`src/rtl/nibble_serial_addsub_pkg.sv`:
```
// Shared ALU definitions: nibble width, saturation limits, FSM encoding and
// the add/subtract select encoding used by the ALU decoder.
package nibble_serial_addsub_pkg;

  localparam int NIB_W = 4;

  // Saturation limits for the default 16-bit datapath.
  localparam logic [15:0] SAT_POS = 16'h7FFF;
  localparam logic [15:0] SAT_NEG = 16'h8000;

  typedef enum logic [1:0] {
    ST_IDLE = 2'd0,
    ST_RUN  = 2'd1,
    ST_DONE = 2'd2
  } state_e;

  typedef enum logic {
    OP_ADD = 1'b0,
    OP_SUB = 1'b1
  } op_e;

endpackage

```
`src/rtl/nibble_serial_addsub_nibble.sv`:
```
// One 4-bit ripple slice. Exposes the carry into bit 3 as well as the carry
// out so the caller can derive signed overflow on the top nibble.
module nibble_addsub
  import nibble_serial_addsub_pkg::*;
(
  input  logic [NIB_W-1:0] a,
  input  logic [NIB_W-1:0] b,
  input  logic             cin,
  output logic [NIB_W-1:0] s,
  output logic             c3,
  output logic             cout
);

  logic [3:0] lo;
  logic [1:0] hi;

  // Split the add at bit 3 so the carry into the sign position is visible.
  always_comb begin
    lo   = {1'b0, a[2:0]} + {1'b0, b[2:0]} + {3'b000, cin};
    c3   = lo[3];
    hi   = {1'b0, a[3]} + {1'b0, b[3]} + {1'b0, c3};
    s    = {hi[0], lo[2:0]};
    cout = hi[1];
  end

endmodule

```
`src/rtl/nibble_serial_addsub.sv`:
```
// Multi-cycle signed add/subtract: one nibble per cycle, LSB first, with the
// inter-nibble carry held in a register. Optional saturation on overflow.
// WIDTH must be a multiple of 4; STEPS is derived and must not be overridden.
module nibble_serial_addsub
  import nibble_serial_addsub_pkg::*;
#(
  parameter int WIDTH = 16,
  parameter int STEPS = WIDTH / NIB_W
)(
  input  logic             clk,
  input  logic             rst,
  input  logic             start,
  input  logic             sub,
  input  logic             sat_en,
  input  logic [WIDTH-1:0] a,
  input  logic [WIDTH-1:0] b,
  output logic             busy,
  output logic             done,
  output logic [WIDTH-1:0] result,
  output logic             flag_z,
  output logic             flag_v,
  output logic             flag_n
);

  localparam int STEP_W = (STEPS > 1) ? $clog2(STEPS) : 1;
  localparam logic [STEP_W-1:0] LAST_STEP = STEP_W'(STEPS - 1);

  state_e             state_q, state_d;
  logic [WIDTH-1:0]   a_q, a_d;
  logic [WIDTH-1:0]   b_q, b_d;        // holds b, already inverted for subtract
  logic [WIDTH-1:0]   acc_q, acc_d;
  logic               carry_q, carry_d;
  logic [STEP_W-1:0]  step_q, step_d;
  logic               sat_en_q, sat_en_d;
  logic [WIDTH-1:0]   result_q, result_d;
  logic               flag_z_q, flag_z_d;
  logic               flag_v_q, flag_v_d;
  logic               flag_n_q, flag_n_d;

  logic [NIB_W-1:0]   nib_a, nib_b, nib_s;
  logic               nib_c3, nib_cout;
  logic               ovf;
  logic [WIDTH-1:0]   final_res;

  // Clamp to the signed limits; the direction comes from the wrapped sign bit
  // (MSB set after overflow means the true result was positive).
  function automatic logic [WIDTH-1:0] saturate(input logic [WIDTH-1:0] raw,
                                                input logic             v,
                                                input logic             en);
    if (en && v) begin
      if (raw[WIDTH-1]) return {1'b0, {(WIDTH-1){1'b1}}};
      else              return {1'b1, {(WIDTH-1){1'b0}}};
    end
    return raw;
  endfunction

  // Step-indexed operand mux feeding the single shared slice.
  always_comb begin
    nib_a = a_q[step_q*NIB_W +: NIB_W];
    nib_b = b_q[step_q*NIB_W +: NIB_W];
  end

  nibble_addsub u_slice (
    .a    (nib_a),
    .b    (nib_b),
    .cin  (carry_q),
    .s    (nib_s),
    .c3   (nib_c3),
    .cout (nib_cout)
  );

  // Next-state, datapath update and DONE-entry result/flag load.
  always_comb begin
    state_d   = state_q;
    a_d       = a_q;
    b_d       = b_q;
    acc_d     = acc_q;
    carry_d   = carry_q;
    step_d    = step_q;
    sat_en_d  = sat_en_q;
    result_d  = result_q;
    flag_z_d  = flag_z_q;
    flag_v_d  = flag_v_q;
    flag_n_d  = flag_n_q;
    ovf       = nib_c3 ^ nib_cout;
    final_res = acc_q;

    unique case (state_q)
      ST_IDLE, ST_DONE: begin
        if (start) begin
          state_d  = ST_RUN;
          a_d      = a;
          b_d      = b ^ {WIDTH{sub == OP_SUB}};
          carry_d  = (sub == OP_SUB);
          step_d   = '0;
          sat_en_d = sat_en;
        end else begin
          state_d  = ST_IDLE;
        end
      end
      ST_RUN: begin
        acc_d[step_q*NIB_W +: NIB_W] = nib_s;
        carry_d = nib_cout;
        step_d  = step_q + 1'b1;
        if (step_q == LAST_STEP) begin
          // Top nibble: overflow from carry-in vs carry-out of the sign bit.
          state_d   = ST_DONE;
          step_d    = '0;
          final_res = saturate(acc_d, ovf, sat_en_q);
          result_d  = final_res;
          flag_z_d  = (final_res == '0);
          flag_n_d  = final_res[WIDTH-1];
          flag_v_d  = ovf;
        end
      end
      default: state_d = ST_IDLE;
    endcase
  end

  // State and datapath registers; reset clears everything, discarding any partial op.
  always_ff @(posedge clk) begin
    if (rst) begin
      state_q  <= ST_IDLE;
      a_q      <= '0;
      b_q      <= '0;
      acc_q    <= '0;
      carry_q  <= 1'b0;
      step_q   <= '0;
      sat_en_q <= 1'b0;
      result_q <= '0;
      flag_z_q <= 1'b0;
      flag_v_q <= 1'b0;
      flag_n_q <= 1'b0;
    end else begin
      state_q  <= state_d;
      a_q      <= a_d;
      b_q      <= b_d;
      acc_q    <= acc_d;
      carry_q  <= carry_d;
      step_q   <= step_d;
      sat_en_q <= sat_en_d;
      result_q <= result_d;
      flag_z_q <= flag_z_d;
      flag_v_q <= flag_v_d;
      flag_n_q <= flag_n_d;
    end
  end

  assign busy   = (state_q == ST_RUN);
  assign done   = (state_q == ST_DONE);
  assign result = result_q;
  assign flag_z = flag_z_q;
  assign flag_v = flag_v_q;
  assign flag_n = flag_n_q;

endmodule

```
`config.mk`:
```
export PLATFORM = sky130hd
export DESIGN_NAME = nibble_serial_addsub
export DESIGN_NICKNAME = d
export VERILOG_FILES = /design/src/rtl/nibble_serial_addsub_pkg.sv /design/src/rtl/nibble_serial_addsub_nibble.sv /design/src/rtl/nibble_serial_addsub.sv
export SDC_FILE = /design/constraint.sdc
export NUM_CORES = 1
export LEC_CHECK = 0
export ABC_AREA = 1
export BUFFER_PORTS_ARGS = -buffer_cell sky130_fd_sc_hd__buf_4
export CORE_MARGIN = 1
export CORE_UTILIZATION = 55
export CTS_CLUSTER_SIZE = 8
export DETAILED_ROUTE_END_ITERATION = 8
export GPL_TIMING_DRIVEN = 0
export PLACE_DENSITY = 0.84
export SLEW_MARGIN = 0
export SYNTH_ARGS = -nofsm -noshare
export SYNTH_HDL_FRONTEND = slang
export SYNTH_SLANG_ARGS = --single-unit
```
`constraint.sdc`:
```
create_clock -name clk -period 3.58 [get_ports clk]
set_input_delay 0.358 -clock clk [delete_from_list [all_inputs] [get_ports clk]]
set_output_delay 0.358 -clock clk [all_outputs]
set_load 0.01 [all_outputs]
```
==> results summary <==
Before antenna repair, the detailed router went through 7 iterations. The global placer's final weighted congestion came out at 0.937. The critical setup path kind is register to register.

The setup slack on the worst flop-to-flop path is 0.22 ns. The overall die area came out at 7090 um^2. Tracing the worst setup path back leads to its startpoint at step_q[1]$_SDFFE_PP0P_. STA classifies the critical path startpoint as a register. After synthesis, the cell types taking the most area are dfxtp_1 (39%), o21ai_0 (9.2%), nor2_1 (7.1%). In this run the vertical extent of the chip is 84.2 um. The number of flip-flops and latches in the synthesized netlist came out at 72. The final layout contains 621 nets. Timing would allow up to 297 MHz. The post-synthesis instance total came out at 504.

The worst-case clock buffer depth is 2. The worst-case IR drop observed on VDD is 0.242 mV. The core area is 6420 um^2. The number of enable-type register cells in the synthesized netlist is 0. The run finished, with violations left.

The area share of the largest cell type after synthesis came out at 0.388. The final worst-path setup slack is 0.216 ns. Summed over all layers, the global routing overflow is 0. The mean instance size in the synthesized netlist is 7.37 um^2. The final worst hold slack is 0.257 ns. The number of DRC markers in iteration 0 is 251. The number of endpoints with negative hold slack in the final report is 0. Of all cell types, the one taking the most synthesized area is dfxtp_1.

The cell depth of the worst flop-to-flop path came out at 18. Along the worst hold path, the cell count comes to 3. Across every metal layer, demand over resource in global routing totals 0.276. Dividing total power by cell area gives a power density of 457 nW/um^2. The final setup violation count came out at 0. In this run the tightest slew margin relative to its limit is 0.657. The horizontal extent of the die came out at 84.2 um. The starting density of the core came out at 0.578. The critical hold path startpoint is a[10]. The startpoint identified for the worst register-to-register timing path is step_q[1]$_SDFFE_PP0P_.

Hold repair after CTS inserted 0 buffers. The count of boundary I/O pins came out at 58. The sequential power share came out at 0.431. Relative to the synthesized area, the layout overhead comes to 20.9%. The clock network fraction of total power is 0.357. The peak per-stage delay on the critical path came out at 0.49 ns. TritonCTS built the clock tree.

The most frequent cell after synthesis is dfxtp_1. Ranked by instance count, the synthesized netlist is headed by dfxtp_1 (72), nor2_1 (70), o21ai_0 (68). Of all nets on the critical path, the largest fanout is 10. The final number of max-transition violations was 0. For this run, asynchronously set or reset flops after synthesis account for 0. The routed layout has 3536 vias.

The slowest stage of the critical path belongs to the cell dfxtp_2. The minimum clock period is 3.36 ns. The via count of the first global-routing pass came to 3547. The period utilization is 0.940.

The setup TNS after final layout came out at 0 ns. The aggregate routed wire length came out at 9030 um. The global-route wire length before repair came out at 15500 um. The count of distinct cell types in the synthesized netlist came out at 34. The pin count of the biggest net entering global routing came out at 20. For the pin with the worst max-slew slack, the measured transition is 0.515 ns.

The pre-CTS setup slack is -0.0780 ns. The wire length per cell after detailed routing is 13.8 um. The number of diodes is 0.

Walking the worst path, the cells encountered are clkinvlp_4 -> buf_4 -> a32oi_1 -> ha_1 -> nand3_2 -> nand3_2 -> inv_1 -> fa_1 -> inv_1 -> nand3_1 -> o21ai_2 -> nand3_4 -> nand2_4 -> nor2_1 -> nand3_1 -> nor2_1 -> nor2_1 -> nor2_1. The final reports fail on DRC. The end of the critical path is flag_z$_SDFFE_PP0P_. Max-cap violations in this run came to 0. The root buffer cell chosen for the clock tree is clkbuf_8. Of the total power, the share spent switching nets is 0.303. The combinational group share of total power came out at 0.212. The setup skew after layout came out at 0.00977 ns. The post-layout utilization of the core came out at 0.700. TritonCTS created 9 clock buffers. The path class of the tightest hold or removal check is primary input to register.

The final HPWL from detailed placement came out at 6710 um. The portion of the post-synthesis area used by sequential elements is 0.388. In this run the cell area of the synthesized design comes to 3710 um^2. Of the cells placed in the final design, the portion with a size suffix greater than 1 is 0.230. The via density per instance came out at 5.40. The number of antenna violations at the first check in global routing came out at 0.

For the worst-skew pair, the clock arrives at the later sink with an insertion delay of 0.35 ns. By instance count, the cell type seen most on the critical path is nor2_1. The net switching power of the design is 622 uW. During synthesis, Yosys emitted a total of 0 warnings. STA classifies the critical path endpoint as a register. Among all flip-flop cells after synthesis, the most frequent one is dfxtp_1.

In this run the remaining antenna-violating nets after routing total 0. The data required time at the worst endpoint came out at 3.81 ns. For this run, design rule violations remaining after detail routing come to 10.

Row generation in the floorplan step produced 29 rows. After clock tree synthesis, the clock-pin slew on the worst setup and hold paths is 0.08 ns. The count of buffers inserted at the top-level ports is 56. The deepest level of the CTS H-tree came out at 3. For this design the static power due to leakage is 0.00214 uW. The placed instances occupy a cell area of 4230 um^2. The synthesized netlist net count came out at 552. STA puts the critical path data arrival time at 3.60 ns. The internal power came out at 1430 uW. The clock net sink count is 72. The endpoint identified for the worst register-to-register timing path is flag_z$_SDFFE_PP0P_.

The final non-filler cell area is 4490 um^2.
==> per-stage QoR <==
stage,power [uW],instances
after global placement,1310,637
final,2050,655
after CTS,2050,651
after floorplan,1200,504
after detailed placement,1320,637
after global routing,2150,655
==> cell type report <==
type	count	area (um^2)
Buffer	26	153
Clock buffer	10	138
Clock inverter	6	92.6
Fill cell	556	1930
Inverter	76	292
Multi-Input combinational cell	328	1830
Sequential cell	72	1440
Tap cell	77	96.3
Timing Repair Buffer	60	450
==> layer usage <==
| layer | track usage | vias to the layer above | share of wire |
|---|---|---|---|
| met5 | 0 | - | 0 |
| met4 | 0.201 | 0 | 0.048 |
| met3 | 0.0560 | 43 | 0.057 |
| met2 | 0.478 | 142 | 0.49 |
| met1 | 0.301 | 1601 | 0.40 |
| li1 | - | 1750 | - |
==> worst min-delay path by stage <==
stage / to / slack, ns
after floorplan: a_q[10]$_SDFFE_PP0P_ / 0.45
after global placement: a_q[10]$_SDFFE_PP0P_ / 0.46
after detailed placement: a_q[10]$_SDFFE_PP0P_ / 0.47
after CTS: a_q[10]$_SDFFE_PP0P_ / 0.25
after global routing: a_q[7]$_SDFFE_PP0P_ / 0.27
final: a_q[10]$_SDFFE_PP0P_ / 0.26
==> power by group through the flow <==
stage               logic [uW]  clock network (uW)  registers [uW]
floorplan                  304                   0             893
global placement           408                   0             899
detailed placement         424                   0             901
CTS                        426                 739             883
global route               490                 773             890
finish                     435                 733             884
==> layout by cell type, fill, tap and decap left out, types with 4 or more instances in the layout <==
cell type / n
inv_1: 63
o211ai_1: 4
clkbuf_8: 11
clkbuf_1: 15
nand2_2: 12
nand3_1: 7
ha_1: 8
o211ai_2: 9
buf_4: 62
xnor2_1: 16
o22ai_1: 9
o21ai_0: 66
nand2_1: 66
dfxtp_1: 70
nor2_1: 70
inv_2: 11
a21oi_1: 37
==> critical path: cells and delay by family, from the launching register on <==
kind / cells / cell delay (ns)
and+or+nand+nor: 10 / 0.90
AOI/OAI and AO/OA: 2 / 0.47
DFF: 1 / 0.49
buffers and inverters: 4 / 0.67
adders and majority gates: 2 / 0.71
==> registers in the layout (all words and copies together), names as in the netlist <==
register,cells
a_q,16
acc_q,16
b_q,16
result,16
state_q,2
step_q,2
carry_q,1
flag_v,1
flag_z,1
sat_en_q,1
==> repair_timing <==
action                                 in CTS  in global routing
gates resized for setup                     0                  9
buffers inserted                            0                  4
pin swaps                                   0                  0
setup endpoints to repair                  12                 18
endpoints found under the hold margin       0                  0
==> logic make-up (layout without fill, tap and decap cells) <==
group / Yosys count / in the layout / synth area share
AOI/OAI and AO/OA: 135 / 135 / 0.214
xor gates and xnor gates: 16 / 16 / 0.0377
adders and majority gates: 11 / 11 / 0.0431
buffers and inverters: 104 / 178 / 0.120
DFF: 72 / 72 / 0.388
and+or+nand+nor: 166 / 166 / 0.197
No activity file was read; power rests on OpenSTA's default activity.
